**src/rtl/csa_accum_ctrl_if.sv**
```systemverilog
// Operand/result handshake bundle for the carry-save accumulator controller.
interface csa_accum_ctrl_if #(
    parameter int WIDTH = 16
);
    logic             in_valid;
    logic             in_ready;
    logic [WIDTH-1:0] in_data;
    logic             in_last;
    logic             out_valid;
    logic             out_ready;
    logic [WIDTH-1:0] out_sum;
    logic [7:0]       out_count;
    logic             busy;

    modport master (
        output in_valid, in_data, in_last, out_ready,
        input  in_ready, out_valid, out_sum, out_count, busy
    );

    modport slave (
        input  in_valid, in_data, in_last, out_ready,
        output in_ready, out_valid, out_sum, out_count, busy
    );
endinterface

```
**src/rtl/csa_accum_ctrl.sv**
```systemverilog
// Multi-operand accumulator: carry-save compression on input, then a shared
// 4-bit ripple slice resolves S+C one nibble per cycle.
module ripple_carry_4_bit (
    input  logic [3:0] a,
    input  logic [3:0] b,
    input  logic       cin,
    output logic [3:0] sum,
    output logic       cout
);
    logic [4:0] c;
    assign c[0] = cin;
    for (genvar i = 0; i < 4; i++) begin : g_fa
        assign sum[i]   = a[i] ^ b[i] ^ c[i];
        assign c[i+1]   = (a[i] & b[i]) | (c[i] & (a[i] ^ b[i]));
    end
    assign cout = c[4];
endmodule

module csa_accum_ctrl #(
    parameter int WIDTH = 16
) (
    input logic           clk,
    input logic           rst,
    csa_accum_ctrl_if.slave bus
);
    localparam int NIB = WIDTH / 4;
    localparam int KW  = (NIB > 1) ? $clog2(NIB) : 1;

    typedef enum logic [1:0] {ACCUM, RESOLVE, DONE} state_t;

    state_t           state, state_nxt;
    logic             out_vld;
    logic [WIDTH-1:0] s_vec, c_vec, result;
    logic [KW-1:0]    k;
    logic             carry;
    logic [7:0]       count;
    logic             accept, take, last_nib;
    logic [3:0]       nib_sum;
    logic             nib_cout;

    assign accept   = bus.in_valid & bus.in_ready;
    assign take     = out_vld & bus.out_ready;
    assign last_nib = (k == KW'(NIB - 1));

    ripple_carry_4_bit u_slice (
        .a   (s_vec[{k, 2'b00} +: 4]),
        .b   (c_vec[{k, 2'b00} +: 4]),
        .cin (carry),
        .sum (nib_sum),
        .cout(nib_cout)
    );

    // out_valid is registered, so DONE spends one cycle presenting before
    // the result is offered; a handshake can only happen once it is high.
    always_ff @(posedge clk or posedge rst) begin
        if (rst) begin
            state   <= ACCUM;
            out_vld <= 1'b0;
        end else begin
            state   <= state_nxt;
            out_vld <= (state == DONE) & ~take;
        end
    end

    always_comb begin
        state_nxt = state;
        case (state)
            ACCUM:   if (accept && bus.in_last) state_nxt = RESOLVE;
            RESOLVE: if (last_nib)              state_nxt = DONE;
            DONE:    if (take)                  state_nxt = ACCUM;
            default:                            state_nxt = ACCUM;
        endcase
    end

    always_comb begin
        bus.in_ready  = (state == ACCUM) & ~rst;
        bus.out_valid = out_vld;
        bus.out_sum   = out_vld ? result : '0;
        bus.out_count = out_vld ? count : 8'd0;
        bus.busy      = (state != ACCUM) | (count != 8'd0);
    end

    always_ff @(posedge clk or posedge rst) begin
        if (rst) begin
            s_vec  <= '0;
            c_vec  <= '0;
            result <= '0;
            k      <= '0;
            carry  <= 1'b0;
            count  <= 8'd0;
        end else begin
            case (state)
                ACCUM: begin
                    if (accept) begin
                        s_vec <= s_vec ^ c_vec ^ bus.in_data;
                        c_vec <= ((s_vec & c_vec) | (s_vec & bus.in_data) |
                                  (c_vec & bus.in_data)) << 1;
                        count <= (count == 8'hFF) ? count : count + 8'd1;
                        if (bus.in_last) begin
                            k     <= '0;
                            carry <= 1'b0;
                        end
                    end
                end
                RESOLVE: begin
                    result[{k, 2'b00} +: 4] <= nib_sum;
                    carry                   <= nib_cout;
                    k                       <= k + 1'b1;
                end
                DONE: begin
                    if (take) begin
                        s_vec <= '0;
                        c_vec <= '0;
                        count <= 8'd0;
                    end
                end
                default: ;
            endcase
        end
    end
endmodule

```
**src/flat_wrapper.sv**
```systemverilog
// flat-port wrapper written by rule: the top's interface ports become plain ports
module csa_accum_ctrl_flat 
#(
    parameter int WIDTH = 16
)
  (clk, rst, bus_in_valid, bus_in_data, bus_in_last, bus_out_ready, bus_in_ready, bus_out_valid, bus_out_sum, bus_out_count, bus_busy);
  csa_accum_ctrl_if #(.WIDTH(WIDTH)) bus_i ();
  input logic clk;
  input logic rst;
  input wire logic [$bits(bus_i.in_valid)-1:0] bus_in_valid;
  input wire logic [$bits(bus_i.in_data)-1:0] bus_in_data;
  input wire logic [$bits(bus_i.in_last)-1:0] bus_in_last;
  input wire logic [$bits(bus_i.out_ready)-1:0] bus_out_ready;
  output wire logic [$bits(bus_i.in_ready)-1:0] bus_in_ready;
  output wire logic [$bits(bus_i.out_valid)-1:0] bus_out_valid;
  output wire logic [$bits(bus_i.out_sum)-1:0] bus_out_sum;
  output wire logic [$bits(bus_i.out_count)-1:0] bus_out_count;
  output wire logic [$bits(bus_i.busy)-1:0] bus_busy;
  assign bus_i.in_valid = bus_in_valid;
  assign bus_i.in_data = bus_in_data;
  assign bus_i.in_last = bus_in_last;
  assign bus_i.out_ready = bus_out_ready;
  assign bus_in_ready = bus_i.in_ready;
  assign bus_out_valid = bus_i.out_valid;
  assign bus_out_sum = bus_i.out_sum;
  assign bus_out_count = bus_i.out_count;
  assign bus_busy = bus_i.busy;
  csa_accum_ctrl #(.WIDTH(WIDTH)) u_core (.clk(clk), .rst(rst), .bus(bus_i));
endmodule
```
**config.mk**
```make
export PLATFORM = sky130hd
export DESIGN_NAME = csa_accum_ctrl_flat
export DESIGN_NICKNAME = d
export VERILOG_FILES = /design/src/rtl/csa_accum_ctrl_if.sv /design/src/rtl/csa_accum_ctrl.sv /design/src/flat_wrapper.sv
export SDC_FILE = /design/constraint.sdc
export NUM_CORES = 1
export LEC_CHECK = 0
export ABC_AREA = 1
export BUFFER_PORTS_ARGS = -buffer_cell sky130_fd_sc_hd__buf_4
export CAP_MARGIN = 10
export CORE_ASPECT_RATIO = 2
export CORE_MARGIN = 2
export CORE_UTILIZATION = 45
export DETAILED_ROUTE_END_ITERATION = 16
export SLEW_MARGIN = 15
export SYNTH_ARGS = -nofsm -noshare
export SYNTH_HDL_FRONTEND = slang
export SYNTH_SLANG_ARGS = --single-unit
```
**constraint.sdc**
```tcl
create_clock -name clk -period 3.5 [get_ports clk]
set_clock_uncertainty 0.2 [all_clocks]
set_input_delay 0.525 -clock clk [delete_from_list [all_inputs] [get_ports clk]]
set_output_delay 0.525 -clock clk [all_outputs]
set_load 0.005 [all_outputs]
```
# Word level (Yosys, flattened, before mapping)
# Index checks and enable logic that the tools add are counted.
dict set report classes {
  add_sub_neg 3
  eq_ne 10
  shift 4
  mux 22
  n_bitwise 34
  n_reduce_logical 10
}
# operator n
set ops {}
lappend ops {{two-way mux 16 bit} 4}
lappend ops {{one-hot mux 16 bit (2 select lines)} 2}
lappend ops {{bitwise AND 15 bit} 3}
lappend ops {{two-way mux 8 bit} 4}
lappend ops {{variable part select 16 x 5 -> 4 bit} 2}
lappend ops {{XOR 16 bit} 2}
lappend ops {{bitwise OR 15 bit} 2}
lappend ops {{bitwise mux 16 bit} 1}
lappend ops {{one-hot mux 8 bit (2 select lines)} 1}
lappend ops {{variable shift 4 x 6 -> 16 bit (first input constant)} 1}
lappend ops {{variable part select 4 x 6 -> 16 bit} 1}
lappend ops {{bitwise AND 1 bit} 12}
lappend ops {{two-way mux 2 bit} 5}
lappend ops {{AND reduction 3 bit} 3}
lappend ops {{adder 8 x 1 -> 8 bit (second input constant)} 1}
lappend ops {{== test 8 bit (second input constant)} 1}
lappend ops {{inequality test 2 x 1 -> 1 bit (second input constant)} 4}
lappend ops {{nonzero test 8 bit} 1}
lappend ops {{XOR 1 bit} 8}
lappend ops {{negator 4 -> 6 bit} 1}
lappend ops {{one-hot mux 2 bit (3 select lines)} 1}
lappend ops {{nonzero test 2 bit} 3}
lappend ops {{bitwise OR 1 bit} 5}
lappend ops {{== test 2 bit (second input constant)} 2}
lappend ops {{10 further kinds} 13}
dict set report word_totals {
  reg_bits 62
  inputBits 21
  out_inout_bits 27
  elab_cells 91
}

# Logic depth before layout (Yosys ltp)
dict set report logic_depth {
  word_depth 11
  depth_mapped 13
  depth_no_buf 13
}

# Hierarchy
# From an unflattened synthesis, not the netlist that was laid out.
dict set report hier_totals {
  cells_unflattened 437
  hier_area_um2 3602.2
}
# module instances cells_per_inst area_per_inst_um2 seq_area_each_um2
set by_module_without_submodules {}
lappend by_module_without_submodules {csa_accum_ctrl 1 423 3484.6 1526.5}
lappend by_module_without_submodules {ripple_carry_4_bit 1 14 117.6 0.0}

# Worst setup path after synthesis
# No wires, ideal clock.
dict set report synth_timing {
  path_type {register to register}
  from {register u_core.k[1]}
  to {register u_core.result[15]}
  arrival_ps 2774
  setup_slack_ps 443
  path_stages_with_launch 13
  n_path_buf 0
  synth_period_minus_slack_ps 3057
  path_cell_list {dfrtp_1 -> clkinv_1 -> a211oi_1 -> a31oi_1 -> fa_1 -> fa_1 -> inv_1 -> fa_1 -> inv_1 -> fa_1 -> inv_1 -> nand3_1 -> o21ai_0}
}
dict set report synth_via {
  elab_chain_len 11
  word_cells_on_any_way 23
  classes_between {1 x add/sub; 4 x shift; 1 x mux; 17 x bitwise}
}
# element line_no
set synth_rtl {}
lappend synth_rtl {{start, declared} csa_accum_ctrl.sv:34} ;# logic [KW-1:0] k;
lappend synth_rtl {{start signal, assigned} csa_accum_ctrl.sv:108} ;# k <= k + 1'b1;
lappend synth_rtl {{variable part select 16 x 5 -> 4 bit, on equally long branches} {csa_accum_ctrl.sv:46, csa_accum_ctrl.sv:47}}
lappend synth_rtl {{XOR 1 bit} {csa_accum_ctrl.sv:13, csa_accum_ctrl.sv:14}}
lappend synth_rtl {{bitwise AND 1 bit} csa_accum_ctrl.sv:14} ;# assign c[i+1] = (a[i] & b[i]) | (c[i] & (a[i] ^ b[i]));
lappend synth_rtl {{bitwise OR 1 bit} csa_accum_ctrl.sv:14}
lappend synth_rtl {{bitwise AND 1 bit} csa_accum_ctrl.sv:14}
lappend synth_rtl {{bitwise OR 1 bit} csa_accum_ctrl.sv:14}
lappend synth_rtl {{bitwise AND 1 bit} csa_accum_ctrl.sv:14}
lappend synth_rtl {{bitwise OR 1 bit} csa_accum_ctrl.sv:14}
lappend synth_rtl {{XOR 1 bit} csa_accum_ctrl.sv:13} ;# assign sum[i] = a[i] ^ b[i] ^ c[i];
lappend synth_rtl {{variable part select 4 x 6 -> 16 bit} csa_accum_ctrl.sv:106} ;# result[{k, 2'b00} +: 4] <= nib_sum;
lappend synth_rtl {{bitwise mux 16 bit (*)} csa_accum_ctrl.sv:106}
lappend synth_rtl {{end signal, assigned by index} csa_accum_ctrl.sv:106}
lappend synth_rtl {{end, declared} csa_accum_ctrl.sv:33} ;# logic [WIDTH-1:0] s_vec, c_vec, result;
# Mark *: on every way between the ends. The rest lies on a longest branch, timed or not.
# A chain may end at the register's enable or synchronous reset.

# Worst setup path in the final report
dict set report layout_timing {
  from {register u_core.k[1]}
  to {register u_core.result[7]}
}
# The elaborated chain is that of the path after synthesis.

==> results.sh <==
export IMPL_status="finished, final reports clean"
export IMPL_cpMaxStageDelayCell="dfrtp_1"
export IMPL_placed_cell_area_mm2=0.00402
export IMPL_startpoint_type="flip-flop"
export IMPL_worst_pin_slew_ns=0.787
export IMPL_hold_path_depth=2
export IMPL_nNetsFinal=536
export IMPL_power_w=0.00354
export IMPL_worstPathCellList="clkinv_1 -> a211oi_1 -> a31oi_1 -> fa_1 -> fa_1 -> inv_1 -> fa_1 -> inv_1 -> fa_1 -> inv_1 -> nand3_1 -> o21ai_0"
export IMPL_synthTopCellsByArea="dfrtp_1 43%, nand2_1 12%, fa_1 10%"
export IMPL_p_per_area_mw_per_mm2=827
export IMPL_reg2reg_slack_ns=0.39
export IMPL_layout_common_cells="115 x nand2_1, 61 x dfrtp_1, 53 x inv_1, 53 x o21ai_0, 53 x buf_4"
export IMPL_slew_headroom=0.476
export IMPL_synth_net_count=488
export IMPL_final_common_cell="nand2_1"
export IMPL_die_y_um=130
export IMPL_start_util=0.458
export IMPL_routabilityCongestion=0.830
export IMPL_syn_inst=440
export IMPL_fin_area_mm2=0.00428
export IMPL_drtIter0Drc=216
export IMPL_yosysSeqAreaShare=0.425
export IMPL_slew_viol_final=0
export IMPL_antenna_found_initial=0
export IMPL_port_buffers=47
export IMPL_drt_pre_antenna_iters=4
export IMPL_period_needed_ns=3.11
export IMPL_netlist_area_mm2=0.00359
export IMPL_min_to="u_core.bus.out_valid"
export IMPL_max_stage_delay_ns=0.54
export IMPL_fin_ws_ns=0.394
export IMPL_place_ws_ns=0.388
export IMPL_fin_tns_setup_ns=0
export IMPL_ctsRootBufferMaster="clkbuf_16"
export IMPL_cp_required_ns=3.55
export IMPL_setup_viol=0
export IMPL_wire_per_inst_um=13.9
export IMPL_ant_nets=0
export IMPL_r2r_cells=12
export IMPL_rows=46
export IMPL_cap_violations=0
export IMPL_yosys_area_top_type="dfrtp_1"
export IMPL_via_count=2981
export IMPL_finalCritPeriodShare=0.887
export IMPL_reg2reg_from="u_core.k[1]"
export IMPL_drive_gt1_frac=0.157
export IMPL_min_from="bus_out_ready"
export IMPL_p_leak_nw=2.30
export IMPL_wl_mm=8.15
export IMPL_synth_async_reset_ratio=1.00
export IMPL_clock_fmax_ghz=0.322
export IMPL_cts_resized=0
export IMPL_synth_area_per_cell_um2=8.16
export IMPL_cp_common_cell="fa_1"
export IMPL_endpoint_kind="flip-flop"
export IMPL_crit_type="reg2reg"
export IMPL_grt_setup_unrepaired="no"
export IMPL_numClockSinks=61
export IMPL_vdd_drop_max_mv=0.388
export IMPL_grt_pass1_vias=2708
export IMPL_synth_distinct_cells=34
export IMPL_die_x_um=67.1
export IMPL_synth_seq_cells=61
export IMPL_core_area_mm2=0.00783
export IMPL_cts_clk_slew_worst_paths_ns=0.05
export IMPL_overflow=0
export IMPL_cts_tree="yes"
export IMPL_r2r_end="u_core.result[7]"
export IMPL_hp_class="in2reg"
export IMPL_dpl_hpwl_mm=5.92
export IMPL_crit_buf_inv=4
export IMPL_ctsHoldBuffers=0
export IMPL_yosys_warnings=0
export IMPL_syn2layout_area_growth_pct=19.4
export IMPL_dp_cells=573
export IMPL_synth_edf_count=0
export IMPL_grt_max_degree=62
export IMPL_synth_top_area_share=0.425
export IMPL_grt_use_total=0.210
export IMPL_cts_root_to_sink_buffers=2
export IMPL_postCtsSetupRepairBufs=0
export IMPL_nFillCells=779
export IMPL_h_tree_depth=3
export IMPL_cts_made_buffers=9
export IMPL_critPathTopFamily="adder cells"
export IMPL_hold_viol=0
export IMPL_dieArea_mm2=0.00875
export IMPL_instances_no_fill=588
export IMPL_pin_count=48
export IMPL_grt_pass1_wl_mm=13.4
export IMPL_crit_fanout=12
export IMPL_antenna_cells=0
export IMPL_clock_latency_ns=0.33
export IMPL_cp_arrival_ns=3.16
export IMPL_synth_main_ff_cell="dfrtp_1"
export IMPL_routed_via_density=5.07
export IMPL_drc=0
## registers in the layout, summed over array words and instances (netlist names)
register,cells
u_core.bus.out_valid,1
u_core.c_vec,15
u_core.carry,1
u_core.count,8
u_core.k,2
u_core.result,16
u_core.s_vec,16
u_core.state,2
## stage by stage
stage               utilization  hold WS, ns
floorplan                     -        0.253
global placement          0.514        0.274
detailed placement        0.514        0.296
CTS                       0.547        0.207
global route              0.547        0.223
finish                    0.547        0.227
## synth_stat cells (2+ instances only)
| cell | instances |
|---|---|
| nand3_1 | 41 |
| nand2_4 | 2 |
| clkbuf_1 | 7 |
| dfrtp_1 | 61 |
| o22ai_1 | 4 |
| fa_1 | 18 |
| buf_1 | 2 |
| o21ai_1 | 4 |
| buf_2 | 3 |
| inv_1 | 54 |
| buf_4 | 3 |
| nand4_1 | 6 |
| ha_1 | 9 |
| nor2_1 | 29 |
| nor2_4 | 2 |
| o21ai_0 | 53 |
| clkinv_1 | 4 |
| inv_2 | 2 |
| nand2_1 | 115 |
| xnor2_1 | 2 |
| a21oi_1 | 6 |
## cell families after synthesis
logic type	synth area share
AND/OR/NAND/NOR	0.245
buffers and inverters	0.0875
AO/OA/AOI/OAI	0.103
flip-flops	0.425
adder cells (fa/ha/maj)	0.132
XOR/XNOR	0.00732
## routing by layer
metal,share of wire,GRT usage,vias to the layer above
met5,0,0,-
met4,0.020,0.104,0
met3,0.029,0.0422,12
met2,0.51,0.337,53
met1,0.44,0.265,1413
li1,-,-,1503
## worst max-delay path by stage
stage | from | endpoint | slack [ns] | cells after the start
finish | u_core.k[1] | u_core.result[7] | 0.39 | 12
global route | u_core.k[1] | u_core.result[7] | 0.11 | 12
CTS | u_core.k[1] | u_core.result[15] | 0.38 | 12
detailed placement | u_core.k[1] | u_core.result[15] | 0.39 | 12
global placement | u_core.k[1] | u_core.result[15] | 0.44 | 12
floorplan | u_core.k[1] | u_core.result[15] | 0.44 | 12
## cell type report
class                           count  area (um^2)  share of cell area
Clock buffer                       13          250              0.0584
Clock inverter                      2         10.0             0.00234
Timing Repair Buffer               53          398              0.0929
Tap cell                           96          120              0.0280
Inverter                           61          231              0.0540
Sequential cell                    61         1530               0.356
Multi-Input combinational cell    302         1750               0.408
## power breakdown
group	switching, W	internal, W
clock	0.000289	0.000491
combinational	0.000939	0.000542
sequential	0.000289	0.000992
total	0.00152	0.00203
## worst reg2reg max path, cell delays in order (launching register included)
cell and delay, ns:
dfrtp_1 0.54, clkinv_1 0.14, a211oi_1 0.24, a31oi_1 0.09, fa_1 0.39, fa_1 0.36
inv_1 0.07, fa_1 0.16, inv_1 0.05, fa_1 0.42, inv_1 0.11, nand3_1 0.10
o21ai_0 0.16
(Power assumes the default switching activity.)
